===== src/rtl/store_narrow_if.sv =====
// Store request and data-memory write bus shared by the store formatter and its environment.
// The slave modport is the store unit; the master modport is the requester plus memory model.
interface store_narrow_if;
  logic        req_valid;
  logic        req_ready;
  logic [31:0] req_addr;
  logic [31:0] req_data;
  logic [1:0]  req_size;
  logic        mem_wen;
  logic [31:0] mem_addr;
  logic [31:0] mem_wdata;
  logic [3:0]  mem_be;
  logic        mem_ack;
  logic        busy;
  logic        misalign_err;
  logic        timeout_err;
  logic [31:0] err_addr;

  modport slave (
    input  req_valid, req_addr, req_data, req_size, mem_ack,
    output req_ready, mem_wen, mem_addr, mem_wdata, mem_be,
           busy, misalign_err, timeout_err, err_addr
  );

  modport master (
    output req_valid, req_addr, req_data, req_size, mem_ack,
    input  req_ready, mem_wen, mem_addr, mem_wdata, mem_be,
           busy, misalign_err, timeout_err, err_addr
  );
endinterface


===== src/rtl/store_narrow_unit.sv =====
// SB/SH/SW store formatter: narrows and lane-replicates register data, builds little-endian
// byte enables and holds a word-aligned write until mem_ack, flagging misalignment and timeouts.
module store_narrow_unit #(
  parameter int unsigned TIMEOUT = 255,
  parameter int unsigned CNT_W   = 16
) (
  input logic            clk,
  input logic            rst_n,
  store_narrow_if.slave  bus
);

  typedef enum logic {
    IDLE  = 1'b0,
    WRITE = 1'b1
  } state_t;

  localparam logic [1:0] SIZE_BYTE = 2'b00;
  localparam logic [1:0] SIZE_HALF = 2'b01;
  localparam logic [1:0] SIZE_WORD = 2'b10;

  localparam logic [CNT_W-1:0] CNT_LAST = CNT_W'(TIMEOUT - 1);

  state_t            state_q, state_d;
  logic              wen_q, wen_d;
  logic [31:0]       addr_q, addr_d;
  logic [31:0]       wdata_q, wdata_d;
  logic [3:0]        be_q, be_d;
  logic [CNT_W-1:0]  cnt_q, cnt_d;
  logic              mis_q, mis_d;
  logic              to_q, to_d;
  logic [31:0]       err_addr_q, err_addr_d;

  logic              req_ready;
  logic              accept;
  logic              misaligned;
  logic [31:0]       fmt_wdata;
  logic [3:0]        fmt_be;

  // Ready also opens during the ack cycle so stores can stream back to back.
  assign req_ready = rst_n & ((state_q == IDLE) | ((state_q == WRITE) & bus.mem_ack));
  assign accept    = bus.req_valid & req_ready;

  always_comb begin
    misaligned = 1'b0;
    fmt_wdata  = bus.req_data;
    fmt_be     = 4'b1111;
    unique case (bus.req_size)
      SIZE_BYTE: begin
        fmt_wdata = {4{bus.req_data[7:0]}};
        fmt_be    = 4'b0001 << bus.req_addr[1:0];
      end
      SIZE_HALF: begin
        misaligned = bus.req_addr[0];
        fmt_wdata  = {2{bus.req_data[15:0]}};
        fmt_be     = 4'b0011 << bus.req_addr[1:0];
      end
      SIZE_WORD: misaligned = (bus.req_addr[1:0] != 2'b00);
      default:   misaligned = 1'b1;
    endcase
  end

  always_comb begin
    // NOTE: every signal gets a blocking default first, so no path through this block can
    // leave one unassigned and infer a latch.
    state_d    = state_q;
    wen_d      = wen_q;
    addr_d     = addr_q;
    wdata_d    = wdata_q;
    be_d       = be_q;
    cnt_d      = cnt_q;
    mis_d      = 1'b0;
    to_d       = 1'b0;
    err_addr_d = err_addr_q;

    unique case (state_q)
      IDLE: ;
      WRITE: begin
        if (bus.mem_ack) begin
          state_d = IDLE;
          wen_d   = 1'b0;
          be_d    = 4'b0000;
          cnt_d   = '0;
        end else if (cnt_q == CNT_LAST) begin
          state_d    = IDLE;
          wen_d      = 1'b0;
          be_d       = 4'b0000;
          cnt_d      = '0;
          to_d       = 1'b1;
          err_addr_d = addr_q;
        end else begin
          cnt_d = cnt_q + CNT_W'(1);
        end
      end
      default: state_d = IDLE;
    endcase

    // Acceptance is only possible in IDLE or in the WRITE ack cycle, so it overrides the above.
    if (accept) begin
      cnt_d = '0;
      if (misaligned) begin
        state_d    = IDLE;
        wen_d      = 1'b0;
        be_d       = 4'b0000;
        mis_d      = 1'b1;
        err_addr_d = bus.req_addr;
      end else begin
        state_d = WRITE;
        wen_d   = 1'b1;
        addr_d  = {bus.req_addr[31:2], 2'b00};
        wdata_d = fmt_wdata;
        be_d    = fmt_be;
      end
    end
  end

  // NOTE: state is updated with non-blocking assignments so every register samples the
  // pre-edge values of all others, independent of process ordering.
  always_ff @(posedge clk or negedge rst_n) begin
    if (!rst_n) begin
      state_q    <= IDLE;
      wen_q      <= 1'b0;
      addr_q     <= '0;
      wdata_q    <= '0;
      be_q       <= '0;
      cnt_q      <= '0;
      mis_q      <= 1'b0;
      to_q       <= 1'b0;
      err_addr_q <= '0;
    end else begin
      state_q    <= state_d;
      wen_q      <= wen_d;
      addr_q     <= addr_d;
      wdata_q    <= wdata_d;
      be_q       <= be_d;
      cnt_q      <= cnt_d;
      mis_q      <= mis_d;
      to_q       <= to_d;
      err_addr_q <= err_addr_d;
    end
  end

  assign bus.req_ready    = req_ready;
  assign bus.mem_wen      = wen_q;
  assign bus.mem_addr     = addr_q;
  assign bus.mem_wdata    = wdata_q;
  assign bus.mem_be       = be_q;
  assign bus.busy         = (state_q == WRITE);
  assign bus.misalign_err = mis_q;
  assign bus.timeout_err  = to_q;
  assign bus.err_addr     = err_addr_q;

endmodule


===== src/flat_wrapper.sv =====
// flat-port wrapper written by rule: the top's interface ports become plain ports
module store_narrow_unit_flat 
#(
  parameter int unsigned TIMEOUT = 255,
  parameter int unsigned CNT_W   = 16
)
  (clk, rst_n, bus_req_valid, bus_req_addr, bus_req_data, bus_req_size, bus_mem_ack, bus_req_ready, bus_mem_wen, bus_mem_addr, bus_mem_wdata, bus_mem_be, bus_busy, bus_misalign_err, bus_timeout_err, bus_err_addr);
  store_narrow_if bus_i ();
  input logic clk;
  input logic rst_n;
  input wire logic [$bits(bus_i.req_valid)-1:0] bus_req_valid;
  input wire logic [$bits(bus_i.req_addr)-1:0] bus_req_addr;
  input wire logic [$bits(bus_i.req_data)-1:0] bus_req_data;
  input wire logic [$bits(bus_i.req_size)-1:0] bus_req_size;
  input wire logic [$bits(bus_i.mem_ack)-1:0] bus_mem_ack;
  output wire logic [$bits(bus_i.req_ready)-1:0] bus_req_ready;
  output wire logic [$bits(bus_i.mem_wen)-1:0] bus_mem_wen;
  output wire logic [$bits(bus_i.mem_addr)-1:0] bus_mem_addr;
  output wire logic [$bits(bus_i.mem_wdata)-1:0] bus_mem_wdata;
  output wire logic [$bits(bus_i.mem_be)-1:0] bus_mem_be;
  output wire logic [$bits(bus_i.busy)-1:0] bus_busy;
  output wire logic [$bits(bus_i.misalign_err)-1:0] bus_misalign_err;
  output wire logic [$bits(bus_i.timeout_err)-1:0] bus_timeout_err;
  output wire logic [$bits(bus_i.err_addr)-1:0] bus_err_addr;
  assign bus_i.req_valid = bus_req_valid;
  assign bus_i.req_addr = bus_req_addr;
  assign bus_i.req_data = bus_req_data;
  assign bus_i.req_size = bus_req_size;
  assign bus_i.mem_ack = bus_mem_ack;
  assign bus_req_ready = bus_i.req_ready;
  assign bus_mem_wen = bus_i.mem_wen;
  assign bus_mem_addr = bus_i.mem_addr;
  assign bus_mem_wdata = bus_i.mem_wdata;
  assign bus_mem_be = bus_i.mem_be;
  assign bus_busy = bus_i.busy;
  assign bus_misalign_err = bus_i.misalign_err;
  assign bus_timeout_err = bus_i.timeout_err;
  assign bus_err_addr = bus_i.err_addr;
  store_narrow_unit #(.TIMEOUT(TIMEOUT), .CNT_W(CNT_W)) u_core (.clk(clk), .rst_n(rst_n), .bus(bus_i));
endmodule

===== config.mk =====
export PLATFORM = sky130hd
export DESIGN_NAME = store_narrow_unit_flat
export DESIGN_NICKNAME = d
export VERILOG_FILES = /design/src/rtl/store_narrow_if.sv /design/src/rtl/store_narrow_unit.sv /design/src/flat_wrapper.sv
export SDC_FILE = /design/constraint.sdc
export NUM_CORES = 1
export LEC_CHECK = 0
export CAP_MARGIN = 10
export CORE_ASPECT_RATIO = 1.1
export CORE_UTILIZATION = 47
export CTS_CLUSTER_SIZE = 16
export DETAILED_ROUTE_END_ITERATION = 6
export GPL_ROUTABILITY_DRIVEN = 0
export PLACE_DENSITY = 0.81
export SYNTH_ARGS = -nofsm -noshare
export SYNTH_HDL_FRONTEND = slang
export SYNTH_SLANG_ARGS = --single-unit

===== constraint.sdc =====
create_clock -name clk -period 2.5 [get_ports clk]
set_input_delay 0.375 -clock clk [delete_from_list [all_inputs] [get_ports clk]]
set_output_delay 0.375 -clock clk [all_outputs]
set_load 0.01 [all_outputs]

==> impl_results.md <==
* Worst Path Required at 2.12 ns
* Initial core utilization at 0.492
* # fillers at 823
* Peak Freq at 433 MHz
* Synth-to-Final Area Change at 45.1%
* Htree depth at 4
* Leak pwr at 3.35 nW
* DIE AREA at 12100 µm²
* Area of the multi-input gates at 2320 µm²
* First-pass GRT wire length at 22.5 mm
* Met1 Track Usage GR at 0.299
* Crit-path max FO at 27
* Crit path launch type: input port
* Top cells by area, synth: dfrtp_1, mux2i_1, mux2_2
* Die W at 105 µm
* Most common cell in the synthesized netlist: dfrtp_1
* Site Rows at 40
* Hold-fix buffers, CTS at 1
* Final Slew Violations at 0
* Total GRT Usage at 0.241
* Vias in the first global route at 4461
* Largest net degree at the start of global routing at 64
* Clk sinks at 118
* R2R Setup Slk at 0.31 ns
* Crit end category: primary output
* Commonest cells post-synth: dfrtp_1, nand2_1, mux2i_1, mux2_2
* Gr busiest metal: met2
* Logic pwr share at 0.256
* Internal Power at 0.00464 W
* Worst setup margin at 0.190 ns
* Clock slew at reported path FFs at 0.05 ns
* I/O pin count at 175
* Max clock buf depth at 2
* Slew margin rel. at 0.575
* Post-synth top flop: dfrtp_1
* Total core area at 11100 µm²
* Die Height at 115 µm
* Share of Yosys cell area claimed by the top area cell type at 0.541
* HP Class: input port to async pin
* Residual DRC at 0
* GR Layer Usage met2 at 0.391
* VDD IR-drop max at 0.492 mV
* CTS buffer count at 17
* # diodes at 0
* Status: finished, final reports clean
* RR Endpoint: u_core.bus.err_addr[16]
* Post-CTS Setup Bufs at 0
* Antenna violations before repair at 0
* Sw Ratio at 0.273
* Worst-margin pin slew at 0.637 ns
* Met3 usage at 0.0697
* Max Cap Viol at 0
* FF/Latch Area at 2950 µm²
* Length in cells of the worst reg-to-reg path at 8
* RSZ-0062 raised after global routing: no
* Fraction of registers with async set/reset at 1.00
* Setup CP Type: input port to primary output
* Pwr Density at 805 nW/µm²
* Gate count after technology mapping at 484
* Synth area leader: dfrtp_1
* Vias at 4383
* Setup Skew at 0.00914 ns
* IO buf count at 172
* GRT overflow at 0
* Min Tclk post-route at 2.31 ns
* Seq/Total Area, Yosys at 0.541
* CTS root buf: clkbuf_16
* Mapped Area at 5460 µm²
* Per-cell routed wire length at 16.9 µm
* Iteration-0 DRC Markers at 253
* Period utilization at 0.924
* TritonRoute pass-1 iters at 4
* Seq pwr share at 0.393
* Post-CTS sizing at 0
* Nets at 736
* Pre-CTS setup slack at 0.175 ns
* Final wirelength at 13.9 mm
* Worst path arrival time at 1.94 ns
* Ys Warns at 0
* Seq cells post-synth at 118
* Post-synth EDFFs at 0
* Vias/cell at 5.32
* Final TNS setup at 0 ns
* Hpwl dp at 9.72 mm
* Final setup viols at 0
* Mapped Avg Cell Area at 11.3 µm²
* TritonCTS clock tree: built
* RR Startpoint: u_core.cnt_q[0]
* Netlist cell types at 47
* Antenna Violating Nets Remaining at 0
* Clk Latency, worst-skew pair at 0.41 ns
* Clock share of power at 0.351
* Final hold violations at 0
* Share of cells above drive strength 1 at 0.162
* P_sw at 0.00174 W
-- critical path: stages --
cell and delay [ns]:
dlygate4sd3_1 0.52, buf_4 0.31, and2_1 0.19, clkdlybuf4s50_1 0.53
-- power by group through the flow --
stage	Combinational, W	Sequential, W	Clock [W]
2_1_floorplan	0.000468	0.00266	0
3_3_place_gp	0.00160	0.00251	0
3_5_place_dp	0.00164	0.00253	0
4_1_cts	0.00165	0.00251	0.00226
5_1_grt	0.00175	0.00255	0.00236
6_report	0.00164	0.00251	0.00224
-- worst max-delay path by stage --
stage	start	endpoint	slack, ns	cells past startpoint
after global routing	rst_n	bus_req_ready	0.10	4
after CTS	rst_n	bus_req_ready	0.17	4
after global placement	bus_req_addr[0]	u_core.bus.mem_addr[28]	0.23	6
after detailed placement	bus_req_addr[0]	u_core.bus.mem_addr[28]	0.17	6
after floorplan	u_core.cnt_q[0]	u_core.bus.err_addr[10]	0.66	9
final	rst_n	bus_req_ready	0.19	4
-- placed cells by master, fill, tap and decap left out, types with 11 or more instances in the layout --
| master | instances |
|---|---|
| a21oi_1 | 17 |
| o21ai_2 | 28 |
| nor2_1 | 16 |
| o21ai_1 | 15 |
| clkbuf_16 | 17 |
| buf_4 | 15 |
| nand2_1 | 66 |
| o21ai_0 | 28 |
| dfrtp_1 | 118 |
| clkdlybuf4s50_1 | 171 |
| nand3_1 | 11 |
| mux2_2 | 31 |
| mux2i_1 | 55 |
-- sequential cells by signal, indices dropped and copies added, names as in the netlist --
signal	count
u_core.bus.timeout_err	1
u_core.cnt_q	16
u_core.bus.err_addr	32
u_core.bus.busy	1
u_core.bus.misalign_err	1
u_core.bus.mem_wen	1
u_core.bus.mem_be	4
u_core.bus.mem_wdata	32
u_core.bus.mem_addr	30
-- cell families (layout without fill, tap and decap cells) --
logic type      Yosys count  count (layout)  synth area share
simple gates            124             124             0.103
flops                   118             118             0.541
compound gates          108             108             0.128
mux                      93              93             0.179
buf+inv                  35             227            0.0387
xor+xnor                  3               3           0.00481
fa+ha+maj                 2               2           0.00458
other cells               1               2          0.000686
-- layout make-up --
type	count	area share
Sequential cell	118	0.372
Timing Repair Buffer	191	0.241
Clock buffer	23	0.0590
Tap cell	147	0.0232
Clock inverter	9	0.00979
Multi-Input combinational cell	332	0.292
Inverter	4	0.00189
-- through the flow --
step                      cell area, µm²  hold WS (ns)  total power, W  utilization  cells
final                               7930         0.403         0.00638        0.714    824
after floorplan                     5470        0.0794         0.00312            -    485
after detailed placement            7370         0.295         0.00417        0.664    791
after global placement              7370         0.293         0.00411        0.664    791
after global routing                7930         0.415         0.00666        0.714    824
after CTS                           7930         0.402         0.00642        0.714    824
-- per-layer routing --
layer	vias to the layer above	routed length, µm
li1	2072	-
met1	2137	5910
met4	0	316
met5	-	0
met2	149	6770
met3	25	896
No activity file was read; power rests on OpenSTA's default activity.
